`src/rtl/traffic_phase_scheduler_if.sv`:
```
// Purpose: bundles the scheduler's time base, requests, preemption and lamp outputs.
// Latency: n/a (signal bundle only).
// Backpressure: none; all inputs are levels or strobes sampled every cycle.
//
// Signals:
//   tick          one-cycle time-base strobe
//   req           per-approach vehicle-presence level
//   preempt_valid emergency preemption active (level)
//   preempt_id    approach to force green; ignored when >= N_APPR
//   green/amber   lamp drives, at most one bit set each
//   red           ~(green|amber)
//   cur_phase     last granted approach
//   idle          all red, clearance expired, nobody waiting
//   phase_start   one-cycle pulse on the first cycle of each green
//
// master: the side producing tick/req/preempt and consuming lamps.
// slave : the scheduler itself.
interface traffic_phase_scheduler_if #(
  parameter int N_APPR = 4
) ();
  localparam int ID_W = (N_APPR > 1) ? $clog2(N_APPR) : 1;

  logic              tick;
  logic [N_APPR-1:0] req;
  logic              preempt_valid;
  logic [ID_W-1:0]   preempt_id;
  logic [N_APPR-1:0] green;
  logic [N_APPR-1:0] amber;
  logic [N_APPR-1:0] red;
  logic [ID_W-1:0]   cur_phase;
  logic              idle;
  logic              phase_start;

  modport master (
    output tick, req, preempt_valid, preempt_id,
    input  green, amber, red, cur_phase, idle, phase_start
  );

  modport slave (
    input  tick, req, preempt_valid, preempt_id,
    output green, amber, red, cur_phase, idle, phase_start
  );
endinterface

```
`src/rtl/traffic_phase_scheduler.sv`:
```
// Purpose: grants a single green among N_APPR approaches, sequencing GREEN/AMBER/ALL_RED.
// Latency: one clk edge from any qualifying input to the new state; outputs registered.
// Backpressure: none; requests are levels held by the sensor front end until served.
//
// Ports:
//   clk, rst  clock and synchronous active-high reset
//   bus       traffic_phase_scheduler_if.slave: tick, req, preempt_valid,
//             preempt_id in; green, amber, red, cur_phase, idle, phase_start out
module traffic_phase_scheduler #(
  parameter int N_APPR    = 4,
  parameter int CNT_W     = 5,
  parameter int MIN_GREEN = 5,
  parameter int MAX_GREEN = 15,
  parameter int AMBER_T   = 3,
  parameter int ALL_RED_T = 2
) (
  input logic                      clk,
  input logic                      rst,
  traffic_phase_scheduler_if.slave bus
);

  localparam int ID_W = (N_APPR > 1) ? $clog2(N_APPR) : 1;

  localparam logic [CNT_W-1:0] MIN_G  = CNT_W'(MIN_GREEN);
  localparam logic [CNT_W-1:0] MAX_G  = CNT_W'(MAX_GREEN);
  localparam logic [CNT_W-1:0] AMB_T  = CNT_W'(AMBER_T);
  localparam logic [CNT_W-1:0] AMB_M1 = CNT_W'(AMBER_T - 1);
  localparam logic [CNT_W-1:0] AR_T   = CNT_W'(ALL_RED_T);
  localparam logic [CNT_W-1:0] AR_M1  = CNT_W'(ALL_RED_T - 1);

  // Catch illegal parameter sets at elaboration instead of producing odd timing.
  if (N_APPR < 2 || MIN_GREEN < 1 || MAX_GREEN < MIN_GREEN ||
      MAX_GREEN >= (1 << CNT_W) || AMBER_T < 1 || AMBER_T >= (1 << CNT_W) ||
      ALL_RED_T < 1 || ALL_RED_T >= (1 << CNT_W)) begin : g_bad_param
    $error("traffic_phase_scheduler: illegal timing parameters");
  end

  typedef enum logic [1:0] {
    ST_GREEN   = 2'd0,
    ST_AMBER   = 2'd1,
    ST_ALL_RED = 2'd2
  } state_t;

  state_t            state;
  state_t            nstate;
  logic [CNT_W-1:0]  t;
  logic [ID_W-1:0]   cur;
  logic [ID_W-1:0]   ncur;

  logic [N_APPR-1:0] green_q;
  logic [N_APPR-1:0] amber_q;
  logic [N_APPR-1:0] red_q;
  logic              idle_q;
  logic              start_q;

  logic              pre_ok;
  logic [N_APPR-1:0] cur_oh;
  logic [N_APPR-1:0] next_oh;
  logic [N_APPR-1:0] others;
  logic              win_vld;
  logic [ID_W-1:0]   win_id;
  int                idx;

  logic [CNT_W-1:0]  t_inc;
  logic [CNT_W-1:0]  t_lim;
  logic [CNT_W-1:0]  g_cnt;
  logic              amb_done;
  logic              clr_done;
  logic              green_exit;
  logic              idle_nxt;

  // Out-of-range preempt ids are treated as no preemption at all.
  assign pre_ok = bus.preempt_valid && (int'(bus.preempt_id) < N_APPR);

  assign cur_oh  = N_APPR'(1) << cur;
  assign next_oh = N_APPR'(1) << ncur;
  assign others  = bus.req & ~cur_oh;

  // Round-robin search from cur+1 around to cur. The loop runs from the
  // farthest offset down to the nearest so the closest requester wins.
  always_comb begin
    win_vld = 1'b0;
    win_id  = cur;
    idx     = 0;
    if (pre_ok) begin
      win_vld = 1'b1;
      win_id  = bus.preempt_id;
    end else begin
      for (int k = N_APPR; k >= 1; k--) begin
        idx = int'(cur) + k;
        if (idx >= N_APPR) idx = idx - N_APPR;
        if (bus.req[idx[ID_W-1:0]]) begin
          win_vld = 1'b1;
          win_id  = idx[ID_W-1:0];
        end
      end
    end
  end

  // Timer views. A tick in the current cycle already counts toward the
  // decision taken on this edge, so thresholds compare against t+tick.
  always_comb begin
    t_inc = t + CNT_W'(1);
    case (state)
      ST_GREEN: t_lim = MAX_G;
      ST_AMBER: t_lim = AMB_T;
      default:  t_lim = AR_T;
    endcase
    g_cnt    = (bus.tick && (t < MAX_G)) ? t_inc : t;
    amb_done = bus.tick && (t == AMB_M1);
    // t parks at ALL_RED_T once clearance has run out, so >= means idle.
    clr_done = (t >= AR_T) || (bus.tick && (t == AR_M1));
    green_exit = (g_cnt >= MIN_G) && (others != '0) &&
                 (!bus.req[cur] || (g_cnt >= MAX_G));
  end

  always_comb begin
    nstate   = state;
    ncur     = cur;
    idle_nxt = 1'b0;
    case (state)
      ST_GREEN: begin
        if (pre_ok) begin
          // Preempting another approach skips min green; preempting
          // ourselves pins green and disables max-out.
          if (bus.preempt_id != cur) nstate = ST_AMBER;
        end else if (green_exit) begin
          nstate = ST_AMBER;
        end
      end
      ST_AMBER: begin
        if (amb_done) nstate = ST_ALL_RED;
      end
      ST_ALL_RED: begin
        if (clr_done) begin
          if (win_vld) begin
            nstate = ST_GREEN;
            ncur   = win_id;
          end else begin
            idle_nxt = 1'b1;
          end
        end
      end
      default: nstate = ST_ALL_RED;
    endcase
  end

  always_ff @(posedge clk) begin
    if (rst) begin
      state   <= ST_ALL_RED;
      t       <= '0;
      cur     <= ID_W'(N_APPR - 1);
      green_q <= '0;
      amber_q <= '0;
      red_q   <= '1;
      idle_q  <= 1'b0;
      start_q <= 1'b0;
    end else begin
      state <= nstate;
      cur   <= ncur;
      if (nstate != state) begin
        t <= '0;
      end else if (bus.tick && (t < t_lim)) begin
        t <= t_inc;
      end
      // Lamps decode the state being entered so they line up with it.
      green_q <= (nstate == ST_GREEN) ? next_oh : '0;
      amber_q <= (nstate == ST_AMBER) ? next_oh : '0;
      red_q   <= (nstate == ST_GREEN || nstate == ST_AMBER) ? ~next_oh : '1;
      idle_q  <= idle_nxt;
      start_q <= (state == ST_ALL_RED) && (nstate == ST_GREEN);
    end
  end

  assign bus.green       = green_q;
  assign bus.amber       = amber_q;
  assign bus.red         = red_q;
  assign bus.cur_phase   = cur;
  assign bus.idle        = idle_q;
  assign bus.phase_start = start_q;

endmodule

```
`src/flat_wrapper.sv`:
```
// flat-port wrapper written by rule: the top's interface ports become plain ports
module traffic_phase_scheduler_flat 
#(
  parameter int N_APPR    = 4,
  parameter int CNT_W     = 5,
  parameter int MIN_GREEN = 5,
  parameter int MAX_GREEN = 15,
  parameter int AMBER_T   = 3,
  parameter int ALL_RED_T = 2
)
  (clk, rst, bus_tick, bus_req, bus_preempt_valid, bus_preempt_id, bus_green, bus_amber, bus_red, bus_cur_phase, bus_idle, bus_phase_start);
  traffic_phase_scheduler_if #(.N_APPR(N_APPR)) bus_i ();
  input logic clk;
  input logic rst;
  input wire logic [$bits(bus_i.tick)-1:0] bus_tick;
  input wire logic [$bits(bus_i.req)-1:0] bus_req;
  input wire logic [$bits(bus_i.preempt_valid)-1:0] bus_preempt_valid;
  input wire logic [$bits(bus_i.preempt_id)-1:0] bus_preempt_id;
  output wire logic [$bits(bus_i.green)-1:0] bus_green;
  output wire logic [$bits(bus_i.amber)-1:0] bus_amber;
  output wire logic [$bits(bus_i.red)-1:0] bus_red;
  output wire logic [$bits(bus_i.cur_phase)-1:0] bus_cur_phase;
  output wire logic [$bits(bus_i.idle)-1:0] bus_idle;
  output wire logic [$bits(bus_i.phase_start)-1:0] bus_phase_start;
  assign bus_i.tick = bus_tick;
  assign bus_i.req = bus_req;
  assign bus_i.preempt_valid = bus_preempt_valid;
  assign bus_i.preempt_id = bus_preempt_id;
  assign bus_green = bus_i.green;
  assign bus_amber = bus_i.amber;
  assign bus_red = bus_i.red;
  assign bus_cur_phase = bus_i.cur_phase;
  assign bus_idle = bus_i.idle;
  assign bus_phase_start = bus_i.phase_start;
  traffic_phase_scheduler #(.N_APPR(N_APPR), .CNT_W(CNT_W), .MIN_GREEN(MIN_GREEN), .MAX_GREEN(MAX_GREEN), .AMBER_T(AMBER_T), .ALL_RED_T(ALL_RED_T)) u_core (.clk(clk), .rst(rst), .bus(bus_i));
endmodule
```
`config.mk`:
```
export PLATFORM = sky130hd
export DESIGN_NAME = traffic_phase_scheduler_flat
export DESIGN_NICKNAME = d
export VERILOG_FILES = /design/src/rtl/traffic_phase_scheduler_if.sv /design/src/rtl/traffic_phase_scheduler.sv /design/src/flat_wrapper.sv
export SDC_FILE = /design/constraint.sdc
export NUM_CORES = 1
export LEC_CHECK = 0
export CAP_MARGIN = 5
export CORE_ASPECT_RATIO = 1.25
export CORE_UTILIZATION = 55
export DETAILED_ROUTE_END_ITERATION = 16
export PLACE_DENSITY = 0.88
export REMOVE_ABC_BUFFERS = 1
export SLEW_MARGIN = 15
export SYNTH_ARGS = -nofsm -noshare
export SYNTH_HDL_FRONTEND = slang
export SYNTH_SLANG_ARGS = --single-unit
```
`constraint.sdc`:
```
create_clock -name clk -period 4.8 [get_ports clk]
set_input_delay 0.48 -clock clk [delete_from_list [all_inputs] [get_ports clk]]
set_output_delay 0.48 -clock clk [all_outputs]
set_load 0.01 [all_outputs]
```
==> impl_metrics.tcl, run 1 <==
set metrics [dict create \
    setup_viol 0 \
    status "completed" \
    final_cell_mix "25 x clkdlybuf4s50_1, 23 x dfxtp_1, 14 x nor2_1" \
    nNetsFinal 195 \
    grt_pass1_vias 1095 \
    hold_violations 0 \
    path_cells "inv_1 > ha_1 > and2_1 > a2111oi_1 > a2111oi_2 > mux2i_1 > or2_1 > nor4_4" \
    clock_latency_ns 0.31 \
    slew_headroom_pct 42.9 \
    p_sw_mw 0.334 \
    grt.busiest_layer "met2" \
    rsz0062_at_grt "false" \
    cts_hold_buffers 0 \
    fin_setup_tns_ns 0 \
    internal_power_mw 0.455 \
    antenna_found_initial 0 \
    fmax_mhz 343 \
    synthDistinctLibCells 54 \
    use_met3_pct 5.92 \
    use_met1_pct 28.2 \
    p_clk_share_pct 10.9 \
    antenna_left 0 \
    dpl.cell_count 204 \
    root_buffer "clkbuf_4" \
    cts_tree "done" \
    numCtsBuffers 3 \
    placed_cell_area_um2 1640 \
    path_clk_slew_ns 0.13 \
    hpwl_mm 2.21 \
    clock_sinks 23 \
    io_pins 26 \
    cts_repair_resize_count 0 \
    yosysTopAreaCellShare_pct 33.2 \
    synth_ff_type "dfxtp_1" \
    synthToLayoutAreaGrowth_pct 20.4 \
    crit_type "flip-flop to flip-flop" \
    synth_edf_count 0 \
    fin_area_um2 1670 \
    p_comb_share_pct 52.4 \
    cp_data_arrival_time_ns 3.15 \
    cp_max_fo 13 \
    fp-row-count 20 \
    core_um2 2400 \
    grt_overflow 0 \
    start_util_pct 57.8 \
    ys_ff_latch 23 \
    slowest_delay_ns 0.63 \
    antenna_cells 0 \
    routed_wirelength_mm 2.94 \
    cap_violations 0 \
    fin_crit_sh_pct 60.7 \
    drtIter0Drc 26 \
    clk_path_buf_depth 2 \
    layout_commonest_cell "clkdlybuf4s50_1" \
    fp.dieW_um 46.9 \
    route.detailed.drc 0 \
    dr.pass1.iters 4 \
    die_h_um 58.2 \
    final_layout_size_suffix_gt1_share_pct 8.57 \
    slowest_stage "dfxtp_1" \
    die-area_um2 2730 \
    min_period_ns 2.92 \
    yosysSeqAreaShare_pct 33.2 \
    ys.warnings.count 0 \
    p_leak_nw 0.668 \
    avgRoutedWirePerCell_um 14.1 \
    portBuffers 25 \
    p_per_area_nw_per_um2 472 \
    start_kind "flip-flop" \
    num_vias 1174 \
    gp_congestion 0.845 \
    switching_share_pct 42.4 \
    hold_path_class "flip-flop to flip-flop" \
    grt_util_all_layers_pct 23.3 \
    pwr-share-seq_pct 36.7 \
    synth_top_cell_by_area "dfxtp_1" \
    avgSynthCellArea_um2 9.20 \
    async_reset_ff_share_pct 0 \
    synthTopCellsByArea "dfxtp_1 33%, ha_1 8.1%, nor2_1 3.8%, inv_1 2.7%, nand2b_1 2.7%" \
    grt_max_degree 14 \
    netlist_area_um2 1390 \
    gr-usage-met2_pct 39.9 \
    worst_pin_slew_ns 0.851 \
    drv_slew 0 \
    synth_cells 151 \
    grt_pass1_wl_mm 4.74 \
    h-tree-depth 1 \
    via_per_inst 5.64 \
    cp.required_ns 5.03 \
    endpoint_kind "flip-flop" \
    p_total_mw 0.789 \
    skew_ns 0.0121 \
    vdd_drop_max_mv 0.352 \
    instances_no_fill 208 \
    post-cts-setup-buffers 0 \
]
[routing by layer]
layer  vias to the layer above  share of wire, %
met5                         -                 0
met4                         0               1.3
met3                         6               3.4
met2                        19                52
met1                       548                43
li1                        601                 -
[state kept, by name, indices dropped and copies added, names as in the netlist]
signal	cells
u_core.state	2
u_core.bus.green	4
u_core.bus.phase_start	1
u_core.bus.cur_phase	2
u_core.bus.red	4
u_core.bus.idle	1
u_core.t	5
u_core.bus.amber	4
[power by group through the flow]
| stage | Sequential [mW] | Combinational, mW | Clock [mW] |
|---|---|---|---|
| CTS | 0.290 | 0.415 | 0.0880 |
| global route | 0.297 | 0.453 | 0.0967 |
| global placement | 0.292 | 0.401 | 0 |
| floorplan | 0.294 | 0.283 | 0 |
| detailed placement | 0.295 | 0.411 | 0 |
| finish | 0.289 | 0.414 | 0.0862 |
[cell families (layout without fill, tap and decap cells)]
kind of cell,count (synthesis),in the layout,share of synthesized area [%]
AOI/OAI and AO/OA,32,32,17.9
xor gates and xnor gates,6,6,3.78
adders and majority gates,9,9,8.11
buffers and inverters,15,39,5.32
DFF,23,23,33.2
muxes,5,5,5.68
and+or+nand+nor,61,61,26.0
[final timing paths]
check / start / slack, ns / end / cells after the start
min: u_core.state[0]$_SDFF_PP0_ / 0.58 / u_core.state[0]$_SDFF_PP0_ / 2
max: u_core.bus.cur_phase[0]$_SDFF_PP1_ / 1.88 / u_core.bus.green[2]$_SDFF_PP0_ / 8
min reg2reg: u_core.state[0]$_SDFF_PP0_ / 0.58 / u_core.state[0]$_SDFF_PP0_ / 2
max reg2reg: u_core.bus.cur_phase[0]$_SDFF_PP1_ / 1.88 / u_core.bus.green[2]$_SDFF_PP0_ / 8
[area by class of cell]
cell class,count,area (um2)
inverter,10,37.5
tap,33,41.3
clock buffer,3,22.5
multi-input combinational,113,855
fill,209,731
timing repair buffer,25,250
sequential,23,460
clock inverter,1,5.00
[cells in the mapped netlist, drive strengths merged (4+ instances only)]
cell and instances:
dfxtp 23, nor2 14, inv 10, ha 9
nand2 9, nand2b 7, a211oi 4, buf 4
mux2i 4, nand4 4, o21ai 4, xor2 4
[through the flow]
step                util (%)  hold WS (ns)  setup WS, ns
global placement        68.4         0.536          2.04
global route            69.6         0.630          1.71
floorplan                  -         0.495          2.18
finish                  69.6         0.575          1.88
CTS                     69.6         0.569          1.88
detailed placement      68.4         0.550          1.92
[critical path: cells and delay by family, from the launching register on]
kind / cells / cell delay [ns]
simple gates: 3 / 0.83
fa+ha+maj: 1 / 0.41
buf+inv: 1 / 0.25
mux: 1 / 0.17
compound gates: 2 / 0.54
flops: 1 / 0.63
(Power assumes the default switching activity.)
==> inputs of run 2 (changes only) <==
--- a/config.mk
+++ b/config.mk
@@ -7,9 +7,9 @@
 export LEC_CHECK = 0
 export CAP_MARGIN = 5
 export CORE_ASPECT_RATIO = 1.25
-export CORE_UTILIZATION = 55
+export CORE_UTILIZATION = 46
 export DETAILED_ROUTE_END_ITERATION = 16
-export PLACE_DENSITY = 0.88
+export PLACE_DENSITY = 0.79
 export REMOVE_ABC_BUFFERS = 1
 export SLEW_MARGIN = 15
 export SYNTH_ARGS = -nofsm -noshare
==> constraint.sdc (replaced) <==
create_clock -name clk -period 2.6 [get_ports clk]
set_input_delay 0.26 -clock clk [delete_from_list [all_inputs] [get_ports clk]]
set_output_delay 0.26 -clock clk [all_outputs]
set_load 0.01 [all_outputs]
==> run 2 against run 1 <==
Cell count grew 3.8%. Clock-buffer cell count unchanged. Sequential share of layout area is 0.99 points lower. Fmax increased by 23%. Utilization decreased by 7.3 points. Combinational power up 110%. Clock power up 97%. Sequential power up 66%. First-iteration DRC count increased by 19%. Total power grew 94%. Non-clock buffer count grew 7. Flip-flop and latch count unchanged.
==> impl_metrics.tcl, run 2 (synthesis gave the netlist of run 1 again) <==
set metrics [dict create \
    status "completed" \
    vdd_drop_max_mv 0.757 \
    use_met3_pct 4.83 \
    p_leak_nw 0.699 \
    h-tree-depth 1 \
    num_vias 1256 \
    gp_congestion 0.890 \
    route.detailed.drc 0 \
    antenna_found_initial 0 \
    path_clk_slew_ns 0.13 \
    dr.pass1.iters 4 \
    antenna_left 0 \
    final.fill_count 256 \
    drv_slew 0 \
    endpoint_kind "flip-flop" \
    final_layout_size_suffix_gt1_share_pct 12.6 \
    worst_pin_slew_ns 0.434 \
    fp.dieW_um 51.1 \
    setup_viol 0 \
    die-area_um2 3240 \
    fmax_mhz 423 \
    post-cts-setup-buffers 0 \
    start_kind "flip-flop" \
    grt_pass1_wl_mm 4.98 \
    placed_cell_area_um2 1700 \
    cp_max_fo 7 \
    cap_violations 0 \
    place_ws_ns 0.0803 \
    fin_crit_sh_pct 90.9 \
    grt_max_degree 15 \
    die_h_um 63.4 \
    nNetsFinal 202 \
    grt_overflow 0 \
    numCtsBuffers 3 \
    use_met1_pct 22.7 \
    setup_slack_ns 0.236 \
    slew_headroom_pct 71.0 \
    root_buffer "clkbuf_4" \
    final_cell_mix "25 x clkdlybuf4s50_1, 23 x dfxtp_1, 14 x nor2_1" \
    cp_data_arrival_time_ns 2.59 \
    layout_commonest_cell "clkdlybuf4s50_1" \
    avgRoutedWirePerCell_um 14.9 \
    grt_util_all_layers_pct 20.0 \
    drtIter0Drc 31 \
    core_um2 2790 \
    fp-row-count 21 \
    clk_path_buf_depth 2 \
    gr-usage-met2_pct 36.8 \
    cts_hold_buffers 0 \
    routed_wirelength_mm 3.22 \
    skew_ns 0.00952 \
    fin_area_um2 1730 \
    clock_sinks 23 \
    io_pins 26 \
    grt.busiest_layer "met2" \
    regMostFlops "u_core.t" \
    clock_latency_ns 0.32 \
    grt_pass1_vias 1121 \
    hpwl_mm 2.45 \
    hold_violations 0 \
    rsz0062_at_grt "false" \
    p_per_area_nw_per_um2 885 \
    crit_type "flip-flop to flip-flop" \
    min_period_ns 2.36 \
    via_per_inst 5.81 \
    largest_reg_flops 5 \
    regToRegSetupSlack_ns 0.24 \
    cp.required_ns 2.82 \
    portBuffers 25 \
    synthToLayoutAreaGrowth_pct 24.9 \
    antenna_cells 0 \
    hold_path_class "flip-flop to flip-flop" \
    cts_tree "done" \
    p_total_mw 1.53 \
    start_util_pct 49.9 \
]
[run 2: routing by layer]
metal | routed length [um] | part of all wire [%]
met1 | 1400 | 44
met2 | 1690 | 53
met3 | 93 | 2.9
met4 | 31 | 0.96
met5 | 0 | 0
[run 2: metrics by stage]
step	std cells	TNS, ns	util [%]	hold WS, ns
after floorplan	146	-0.0208	-	0.329
after global placement	212	0	61.0	0.536
after detailed placement	212	0	61.0	0.538
after CTS	216	0	62.0	0.557
after global routing	216	0	62.3	0.575
final	216	0	62.3	0.558
[run 2: final timing paths]
path | depth (start not counted) | endpoint | start
setup / recovery | 8 | u_core.bus.red[0]$_SDFF_PP1_ | u_core.bus.cur_phase[0]$_SDFF_PP1_
hold / removal | 2 | u_core.state[0]$_SDFF_PP0_ | u_core.state[0]$_SDFF_PP0_
setup reg to reg | 8 | u_core.bus.red[0]$_SDFF_PP1_ | u_core.bus.cur_phase[0]$_SDFF_PP1_
hold reg to reg | 2 | u_core.state[0]$_SDFF_PP0_ | u_core.state[0]$_SDFF_PP0_
[run 2: power by group]
group          internal, mW  switching [mW]
Combinational         0.394           0.490
Sequential            0.425          0.0556
Clock                0.0587           0.111
Total                 0.878           0.656
[run 2: what timing repair did]
action,CTS,global route
endpoints found under the hold margin,0,0
endpoints found under the setup margin,0,1
resized for setup,0,1
[run 2: area by class of cell]
type	count	area [um2]	share of cell area, %
Multi-Input combinational cell	113	861	49.6
Timing Repair Buffer	32	303	17.5
Clock buffer	3	22.5	1.30
Tap cell	34	42.5	2.45
Clock inverter	1	7.51	0.433
Sequential cell	23	460	26.6
Inverter	10	37.5	2.16
[run 2: worst max-delay path, cell delays in order, from the launching register on]
cell and delay [ns]:
dfxtp_1 0.36, inv_1 0.06, ha_1 0.37, and2_1 0.20, a2111oi_1 0.38, a2111oi_2 0.11, mux2i_1 0.17, or2_1 0.36
or2_1 0.26
==> inputs of run 3 (changes only) <==
--- a/config.mk
+++ b/config.mk
@@ -5,9 +5,10 @@
 export SDC_FILE = /design/constraint.sdc
 export NUM_CORES = 1
 export LEC_CHECK = 0
+export ABC_AREA = 1
 export CAP_MARGIN = 5
 export CORE_ASPECT_RATIO = 1.25
-export CORE_UTILIZATION = 46
+export CORE_UTILIZATION = 47
 export DETAILED_ROUTE_END_ITERATION = 16
 export PLACE_DENSITY = 0.79
 export REMOVE_ABC_BUFFERS = 1
==> run 3 against run 2 <==
Cell count up 32%. Worst setup slack gained 0.45 ns. Clock-buffer cell count is the same. Clock power hardly changed. Synthesized cell count up 46%. Area after synthesis grew 6.1%. First-iteration DRC count increased by 16%. Via count increased by 6.2%. Utilization shrank 1.6 points. Critical path depth increased by 3. Worst hold slack lost 0.024 ns. Routed wire length is 13% lower. Largest power group unchanged. Highest routed layer unchanged.
==> impl_metrics.tcl, run 3 <==
set metrics [dict create \
    grt_overflow 0 \
    regMostFlops "u_core.t" \
    fin_setup_tns_ns 0 \
    min_period_ns 1.92 \
    largest_reg_flops 5 \
    io_pins 26 \
    cp.required_ns 2.87 \
    hold_ws_ns 0.533 \
    post-cts-setup-buffers 0 \
    worst_pin_slew_ns 0.335 \
    skew_ns 0.00921 \
    synthTopCellsByArea "dfxtp_1 31%, nand2_1 15%, inv_1 9.7%, ha_1 7.6%, nor2_1 7.1%" \
    nNetsFinal 270 \
    final_layout_size_suffix_gt1_share_pct 12.8 \
    p_sw_mw 0.824 \
    cp_max_fo 7 \
    root_buffer "clkbuf_4" \
    avgSynthCellArea_um2 6.70 \
    hold_violations 0 \
    path_clk_slew_ns 0.13 \
    clock_latency_ns 0.32 \
    core_um2 2970 \
    p_comb_share_pct 62.5 \
    avgRoutedWirePerCell_um 9.74 \
    netlist_area_um2 1470 \
    p_per_area_nw_per_um2 966 \
    synth_edf_count 0 \
    synthToLayoutAreaGrowth_pct 22.3 \
    p_leak_nw 0.893 \
    start_util_pct 49.6 \
    grt_pass1_vias 1280 \
    antenna_cells 0 \
    yosysSeqAreaShare_pct 31.2 \
    final.fill_count 291 \
    cts_tree "done" \
    async_reset_ff_share_pct 0 \
    vdd_drop_max_mv 0.681 \
    synth_commonest_cells "59 x nand2_1, 38 x inv_1, 28 x nor2_1" \
    setup_viol 0 \
    endpoint_kind "flip-flop" \
    pwr-share-seq_pct 27.9 \
    synthDistinctLibCells 25 \
    final_cell_mix "59 x nand2_1, 38 x inv_1, 28 x nor2_1" \
    cp_data_arrival_time_ns 2.19 \
    status "completed" \
    routed_wirelength_mm 2.79 \
    cts_hold_buffers 0 \
    crit_type "flip-flop to flip-flop" \
    slowest_stage "dfxtp_1" \
    instances_no_fill 286 \
    hold_path_class "input port to flip-flop" \
    synth_top_cell_by_area "dfxtp_1" \
    grt_pass1_wl_mm 5.01 \
    final_util_pct 60.6 \
    fp.dieW_um 52.1 \
    ys_ff_latch 23 \
    h-tree-depth 1 \
    fp-row-count 22 \
    critPathMostFrequentCell "nor2_2" \
    dr.pass1.iters 4 \
    synth_cells 220 \
    drv_slew 0 \
    antenna_left 0 \
    regToRegSetupSlack_ns 0.68 \
    synth_ff_type "dfxtp_1" \
    switching_share_pct 47.3 \
    via_per_inst 4.66 \
    hpwl_mm 2.30 \
    slew_headroom_pct 77.5 \
    portBuffers 25 \
    clock_sinks 23 \
    fmax_mhz 522 \
    synth_most_common_cell "nand2_1" \
    cts_repair_resize_count 0 \
    internal_power_mw 0.917 \
    layout_commonest_cell "nand2_1" \
    antenna_found_initial 0 \
    slowest_delay_ns 0.49 \
    grt_util_all_layers_pct 19.2 \
    grt_max_degree 17 \
    dpl.cell_count 282 \
    numCtsBuffers 3 \
    path_cells "inv_1 > ha_1 > nor3_1 > nand3_1 > nand3_4 > nor2_4 > nand2_2 > nand3_2 > nor2_2 > inv_2 > nor2_2" \
    die-area_um2 3370 \
    rsz0062_at_grt "false" \
    ys.warnings.count 0 \
    cap_violations 0 \
    num_vias 1334 \
    clk_path_buf_depth 2 \
    yosysTopAreaCellShare_pct 31.2 \
    drtIter0Drc 36 \
    start_kind "flip-flop" \
    gp_congestion 0.842 \
    route.detailed.drc 0 \
    p_clk_share_pct 9.6 \
    fin_crit_sh_pct 73.7 \
    die_h_um 64.6 \
]
## run 3: cell count changes after synthesis, sizes merged, moves of 4 or more
cell / change
nand2b: -7
inv: +31
o21ai: +8
mux2i: -4
a211oi: -4
nand3: +16
nand2: +59
nor2: +20
## run 3: layer usage
layer  GRT usage [%]  vias to the layer above  share of wire [%]  wire length, um
met5               0                        -                  0                0
met4            3.04                        0               0.61               17
met3            4.93                        2                2.4               68
met2            36.7                       15                 53             1480
met1            20.6                      587                 44             1220
li1                -                      730                  -                -
## run 3: layout make-up
class	instances	area (um2)	share of cell area, %
Tap cell	36	45.0	2.50
Sequential cell	23	460	25.5
Multi-Input combinational cell	155	848	47.1
Inverter	41	154	8.54
Clock buffer	3	22.5	1.25
Clock inverter	1	7.51	0.416
Timing Repair Buffer	27	265	14.7
## run 3: final timing paths
check,from,to,cells past startpoint
max,u_core.t[0]$_SDFFE_PP0P_,u_core.bus.green[0]$_SDFF_PP0_,11
min,rst,u_core.bus.phase_start$_SDFF_PP0_,2
max reg2reg,u_core.t[0]$_SDFFE_PP0P_,u_core.bus.green[0]$_SDFF_PP0_,11
min reg2reg,u_core.state[1]$_SDFF_PP1_,u_core.state[1]$_SDFF_PP1_,2
## run 3: stage by stage
step	setup WS (ns)	total power [mW]	area, um2
2_1_floorplan	0.528	1.30	1460
3_3_place_gp	0.529	1.58	1770
6_report	0.684	1.74	1800
3_5_place_dp	0.493	1.59	1770
5_1_grt	0.492	1.93	1800
4_1_cts	0.684	1.76	1800
## run 3: logic make-up after synthesis
group / share of synthesized area [%]
and+or+nand+nor: 39.5
buffers and inverters: 11.2
DFF: 31.2
AOI/OAI and AO/OA: 8.06
adders and majority gates: 7.64
xor gates and xnor gates: 2.38
## run 3: worst max-delay path: cells and delay by family, from the launching register on
kind,cells,cell delay [ns]
buf+inv,2,0.18
fa+ha+maj,1,0.23
flops,1,0.49
simple gates,8,0.99
## run 3: power by group through the flow
stage	clock, mW	combinational [mW]	sequential (mW)
6_report	0.167	1.09	0.486
5_1_grt	0.193	1.24	0.497
3_5_place_dp	0	1.09	0.495
4_1_cts	0.171	1.10	0.486
3_3_place_gp	0	1.08	0.494
2_1_floorplan	0	0.743	0.552
